**config.mk**
```make
export PLATFORM = sky130hd
export DESIGN_NAME = exec_stage
export DESIGN_NICKNAME = d
export VERILOG_FILES = /design/src/rtl/exec_stage.sv
export SDC_FILE = /design/constraint.sdc
export NUM_CORES = 1
export LEC_CHECK = 0
export CAP_MARGIN = 20
export CORE_MARGIN = 4
export CORE_UTILIZATION = 45
export DETAILED_ROUTE_END_ITERATION = 8
export PLACE_DENSITY = 0.73
export SLEW_MARGIN = 30
export SYNTH_ARGS = -nofsm -noshare
export SYNTH_HDL_FRONTEND = slang
export SYNTH_SLANG_ARGS = --single-unit
export TNS_END_PERCENT = 10
```
**constraint.sdc**
```tcl
create_clock -name Clock -period 0.8 [get_ports Clock]
set_input_delay 0.24 -clock Clock [delete_from_list [all_inputs] [get_ports Clock]]
set_output_delay 0.24 -clock Clock [all_outputs]
set_load 0.02 [all_outputs]
```
**src/rtl/exec_stage.sv**
```systemverilog
// Registered execute stage: ALU control decode, 32-bit ALU, PC+4 and branch-target adders.
// Every result is captured in a single output register bank; latency is one cycle.
module exec_stage (
    input  logic        Clock,
    input  logic        Reset,
    input  logic [31:0] pc,
    input  logic [5:0]  opcode,
    input  logic [5:0]  funct,
    input  logic [1:0]  aluop,
    input  logic [31:0] alu_a,
    input  logic [31:0] alu_b,
    input  logic [15:0] imm,
    output logic [2:0]  alu_ctrl,
    output logic [31:0] result,
    output logic        zero,
    output logic [31:0] pc_plus4,
    output logic [31:0] branch_target
);

    localparam int unsigned DATA_W = 32;
    localparam int unsigned CTRL_W = 3;
    localparam int unsigned OP_W   = 6;
    localparam int unsigned IMM_W  = 16;

    localparam logic [CTRL_W-1:0] ALU_AND = 3'b000;
    localparam logic [CTRL_W-1:0] ALU_OR  = 3'b001;
    localparam logic [CTRL_W-1:0] ALU_ADD = 3'b010;
    localparam logic [CTRL_W-1:0] ALU_SUB = 3'b110;
    localparam logic [CTRL_W-1:0] ALU_SLT = 3'b111;

    localparam logic [OP_W-1:0] FN_ADD = 6'b100000;
    localparam logic [OP_W-1:0] FN_SUB = 6'b100010;
    localparam logic [OP_W-1:0] FN_AND = 6'b100100;
    localparam logic [OP_W-1:0] FN_OR  = 6'b100101;
    localparam logic [OP_W-1:0] FN_SLT = 6'b101010;

    localparam logic [OP_W-1:0] OP_ADDI = 6'b001000;
    localparam logic [OP_W-1:0] OP_ANDI = 6'b001100;
    localparam logic [OP_W-1:0] OP_ORI  = 6'b001101;
    localparam logic [OP_W-1:0] OP_SLTI = 6'b001010;

    logic [CTRL_W-1:0] ctrl_c;
    logic [DATA_W-1:0] result_c;
    logic              zero_c;
    logic              less_c;
    logic [DATA_W-1:0] pc_plus4_c;
    logic [DATA_W-1:0] offset_c;
    logic [DATA_W-1:0] target_c;

    // ALU control decode; unknown funct/opcode fall back to ADD
    always_comb begin
        ctrl_c = ALU_ADD;
        unique case (aluop)
            2'b00: ctrl_c = ALU_ADD;
            2'b01: ctrl_c = ALU_SUB;
            2'b10: begin
                case (funct)
                    FN_ADD:  ctrl_c = ALU_ADD;
                    FN_SUB:  ctrl_c = ALU_SUB;
                    FN_AND:  ctrl_c = ALU_AND;
                    FN_OR:   ctrl_c = ALU_OR;
                    FN_SLT:  ctrl_c = ALU_SLT;
                    default: ctrl_c = ALU_ADD;
                endcase
            end
            2'b11: begin
                case (opcode)
                    OP_ADDI: ctrl_c = ALU_ADD;
                    OP_ANDI: ctrl_c = ALU_AND;
                    OP_ORI:  ctrl_c = ALU_OR;
                    OP_SLTI: ctrl_c = ALU_SLT;
                    default: ctrl_c = ALU_ADD;
                endcase
            end
            default: ctrl_c = ALU_ADD;
        endcase
    end

    // ALU datapath; add/sub wrap modulo 2^32 with no flags
    always_comb begin
        less_c   = $signed(alu_a) < $signed(alu_b);
        result_c = alu_a + alu_b;
        case (ctrl_c)
            ALU_AND: result_c = alu_a & alu_b;
            ALU_OR:  result_c = alu_a | alu_b;
            ALU_ADD: result_c = alu_a + alu_b;
            ALU_SUB: result_c = alu_a - alu_b;
            ALU_SLT: result_c = DATA_W'(less_c);
            default: result_c = alu_a + alu_b;
        endcase
        zero_c = (result_c == '0);
    end

    // Address adders: word offset is sign-extended and shifted left by two
    always_comb begin
        pc_plus4_c = pc + DATA_W'(4);
        offset_c   = {{(DATA_W - IMM_W - 2){imm[IMM_W-1]}}, imm, 2'b00};
        target_c   = pc_plus4_c + offset_c;
    end

    // Output register bank; reset clears zero as well as result
    always_ff @(posedge Clock or negedge Reset) begin
        if (!Reset) begin
            alu_ctrl      <= '0;
            result        <= '0;
            zero          <= 1'b0;
            pc_plus4      <= '0;
            branch_target <= '0;
        end else begin
            alu_ctrl      <= ctrl_c;
            result        <= result_c;
            zero          <= zero_c;
            pc_plus4      <= pc_plus4_c;
            branch_target <= target_c;
        end
    end

endmodule

```
; ---- Word level (Yosys, flattened, before mapping)
; Index checks and enable logic that the tools add are counted.
[classes]
reduce_logical = 3
order_cmp = 1
eq_ne = 13
n_bitwise = 2
n_mux = 4
add_sub_neg = 4
[op_table]
columns = cell, n
row1 = $pmux 32 s4, 1
row2 = $add 32x32->32, 2
row3 = $add 32x3->32 const B, 1
row4 = $and 32x32->32, 1
row5 = $logic_not 32->1, 1
row6 = $lt 32x32->1, 1
row7 = $or 32x32->32, 1
row8 = $sub 32x32->32, 1
row9 = $eq 6x6->1 const B, 4
row10 = $pmux 3 s4, 2
row11 = $eq 6x4->1 const B, 3
row12 = $pmux 3 s3, 1
row13 = $eq 3x3->1 const B, 2
row14 = $eq 2x2->1 const B, 2
row15 = $eq 3x1->1 const B, 1
row16 = $logic_not 3->1, 1
row17 = $eq 2x1->1 const B, 1
row18 = $logic_not 2->1, 1
[word_totals]
word_cells = 32
in_bits = 128
ff_bits = 100

; ---- Longest topological paths before layout
[logic_depth]
depth_word = 6
ltp_mapped = 20
depth_no_buf = 20

; ---- Worst setup path after synthesis
; OpenSTA, ideal clock, no wires.
[synth_timing]
kind = input to register
startpoint = input pc[2]
endpoint = register branch_target[30]
t_required_ns = 0.720
setup_slack_ns = -3.126
cell_stages = 20
t_arrival_ns = 3.846
cell_sequence = ha_1 > and3_1 > and3_1 > nand3_1 > nor3_1 > and4_1 > nand4_1 > xnor2_1 > ha_1 > and3_1 > a221oi_1 > o21bai_1 > a21o_1 > a21oi_1 > o21ai_0 > a41o_1 > nor3_1 > o21bai_1 > a21oi_1 > xnor2_1
[synth_via]
elab_chain_len = 2
[synth_rtl]
columns = element, line
row1 = start: declaration, 6  ; input logic [31:0] pc,
row2 = $add 32x3->32, 96  ; pc_plus4_c = pc + DATA_W'(4);
row3 = net pc_plus4_c[20], 46  ; logic [DATA_W-1:0] pc_plus4_c;
row4 = $add 32x32->32, 98  ; target_c = pc_plus4_c + offset_c;
row5 = net target_c[30], 48  ; logic [DATA_W-1:0] target_c;
row6 = end signal: assignment, 114  ; branch_target <= target_c;
row7 = end: declaration, 17  ; output logic [31:0] branch_target
; The timed path passes the listed nets, and every way through them passes these cells.

; ---- Final worst setup path
[layout_timing]
startpoint = input pc[3]
endpoint = register branch_target[30]
; The elaborated chain is that of the path after synthesis.

==> qor.yml <==
cts_root_buf: "clkbuf_16"
overflow: 0
min_path_type: "input pin to register"
drive_gt1_frac: 0.552
tns_ns: -163.13
vias: 12800
cp_max_fo: 3
outcome: "finished with violations"
ys_seq_elements: 98
worstMarginPinSlew_ns: 0.595
cp-end-kind: "register"
syn_area_um2: 9590
setup_violations: 192
powerDensity_nw_per_um2: 1340
coreArea_um2: 21000
synth.top_cell.area_share: 0.256
worstPathRequired_ns: 1.08
dpl.hpwl_um: 29800
place_ws_ns: -3.65
nets: 2105
fp.dieH_um: 154
ys_seq_area_frac: 0.256
nFillCells: 1004
finalHoldViolCount: 0
antenna_left: 0
min_period_ns: 3.70
layout_commonest_cell: "buf_4"
place_congestion: 1.03
p_total_w: 0.0247
die_w_um: 154
yosysTopAreaCell: "dfrtp_1"
io_buffers: 227
worstSetupStartpointType: "input pin"
mostFrequentLayoutCells: "456 x buf_4, 98 x dfrtp_1, 84 x ha_1"
synthCells: 1143
relSlewSlack: 0.593
fin_crit_sh: 4.63
vdd_drop_max_v: 0.00127
start_util: 0.456
violations: "setup timing"
postSynthAreaPerCell_um2: 8.39
max_freq_mhz: 270
grt_pass1_wl_um: 66600
synth_cell_type_count: 99
cts_num_sinks: 98
antenna_found_initial: 0
criticalPathCategory: "input pin to register"
slew_violations: 0
grtUsageTotal: 0.344
routed_wl_um: 47700
cts_tree: "done"
synth_edf_count: 0
ys_warn_count: 0
area_growth_pct: 91.5
grt_pass1_vias: 12600
ys_top_cells_by_area: "dfrtp_1 26%, ha_1 16%, a21oi_1 4.5%"
fin_util: 0.874
cts-buffers-inserted: 9
diodes: 0
syn_nets: 1400
htreeDepth: 3
wl_per_cell_um: 22.4
grt_max_degree: 28
p_leak_nw: 8.56
fp-row-count: 53
die_area_um2: 23700
ios: 228
viasPerCell: 6.02
synth_ff_type: "dfrtp_1"
synth-async-reset-ratio: 1.00
drtIter0Drc: 1251
rsz0062_at_grt: "true"
setup_ws_ns: -2.90
drc: 0
crit_arrival_ns: 3.99
path_clk_slew_ns: 0.07
first_pass_iters: 6
cts_buffer_depth: 2
drv_cap: 0
synth_stat cells, types with 12 or more instances:
cell and n:
nor2b_1 12, nor3_1 27, o21ai_0 38, xnor2_1 32, nor2_1 106, inv_1 98, dfrtp_1 98, and2_1 17
a21oi_1 87, clkbuf_1 21, o211ai_1 27, xor2_1 27, nand4_1 15, a211oi_1 18, a221oi_1 14, nand2_1 71
nand3_1 27, ha_1 126, a21o_1 26
registers in the layout, summed over array words and instances (netlist names):
| name | cells |
|---|---|
| result | 32 |
| pc_plus4 | 30 |
| branch_target | 32 |
| zero | 1 |
| alu_ctrl | 3 |
power breakdown:
part	leakage [nW]	internal, W	switching (W)
Sequential	1.14	0.00569	0.000303
Combinational	7.27	0.00671	0.00730
Clock	0.141	0.00220	0.00246
Total	8.56	0.0146	0.0101
cell families (layout without fill, tap and decap cells):
family | count (synthesis) | count (layout) | synth area share
AOI/OAI and AO/OA | 357 | 357 | 0.269
xor gates and xnor gates | 59 | 59 | 0.0539
adders and majority gates | 129 | 129 | 0.171
buffers and inverters | 145 | 854 | 0.0609
DFF | 98 | 98 | 0.256
muxes | 4 | 4 | 0.00417
and+or+nand+nor | 351 | 352 | 0.186
per-stage QoR:
step	instance area (um^2)	cells	hold WS [ns]
2_1_floorplan	9720	1143	-0.0556
3_3_place_gp	15200	2009	0.122
3_5_place_dp	15200	2009	0.123
4_1_cts	17400	2086	0.247
5_1_grt	18400	2128	0.232
6_report	18400	2128	0.240
final timing paths:
check                      start           endpoint  slack [ns]  cells past startpoint
min in group asynchronous  Reset       pc_plus4[16]        0.27                      2
min                        pc[9]        pc_plus4[9]        0.24                      3
max                        pc[3]  branch_target[30]       -2.90                     21
max in group asynchronous  Reset        pc_plus4[5]        0.09                      3
cell type report:
class	count	area [um^2]	area share
clock buffers	9	225	0.0123
clock inverters	7	70.1	0.00382
inverters	103	420	0.0229
multi-input cells	901	8830	0.481
flip-flops and latches	98	2450	0.134
well taps	275	344	0.0187
repair buffers	735	6020	0.328
critical path: stages:
cell,delay (ns)
buf_8,0.08
ha_4,0.13
and3_4,0.18
and3_4,0.19
nand3_4,0.08
nor3_4,0.24
and4_4,0.29
nand4_1,0.15
xnor2_2,0.27
ha_4,0.25
and3_4,0.16
a221oi_2,0.29
o21bai_1,0.14
a21o_1,0.22
a21oi_2,0.18
o21ai_1,0.09
a41o_1,0.23
nor3_2,0.16
o21bai_1,0.12
a21oi_2,0.15
xnor2_1,0.12
metal layers:
metal  global-route usage  up-vias  part of all wire
met5                    0        -                 0
met4                0.153        0             0.062
met3               0.0501      238             0.085
met2                0.604      884              0.49
met1                0.418     6089              0.36
li1                     -     5592                 -
repair_timing:
item,in CTS,in global routing
pin swaps,172,128
gates cloned,1,1
gates resized for setup,562,475
endpoints found under the setup margin,195,207
hold buffers,1,0
setup buffers,65,48
hold endpoints to repair,52,0
(Power assumes the default switching activity.)
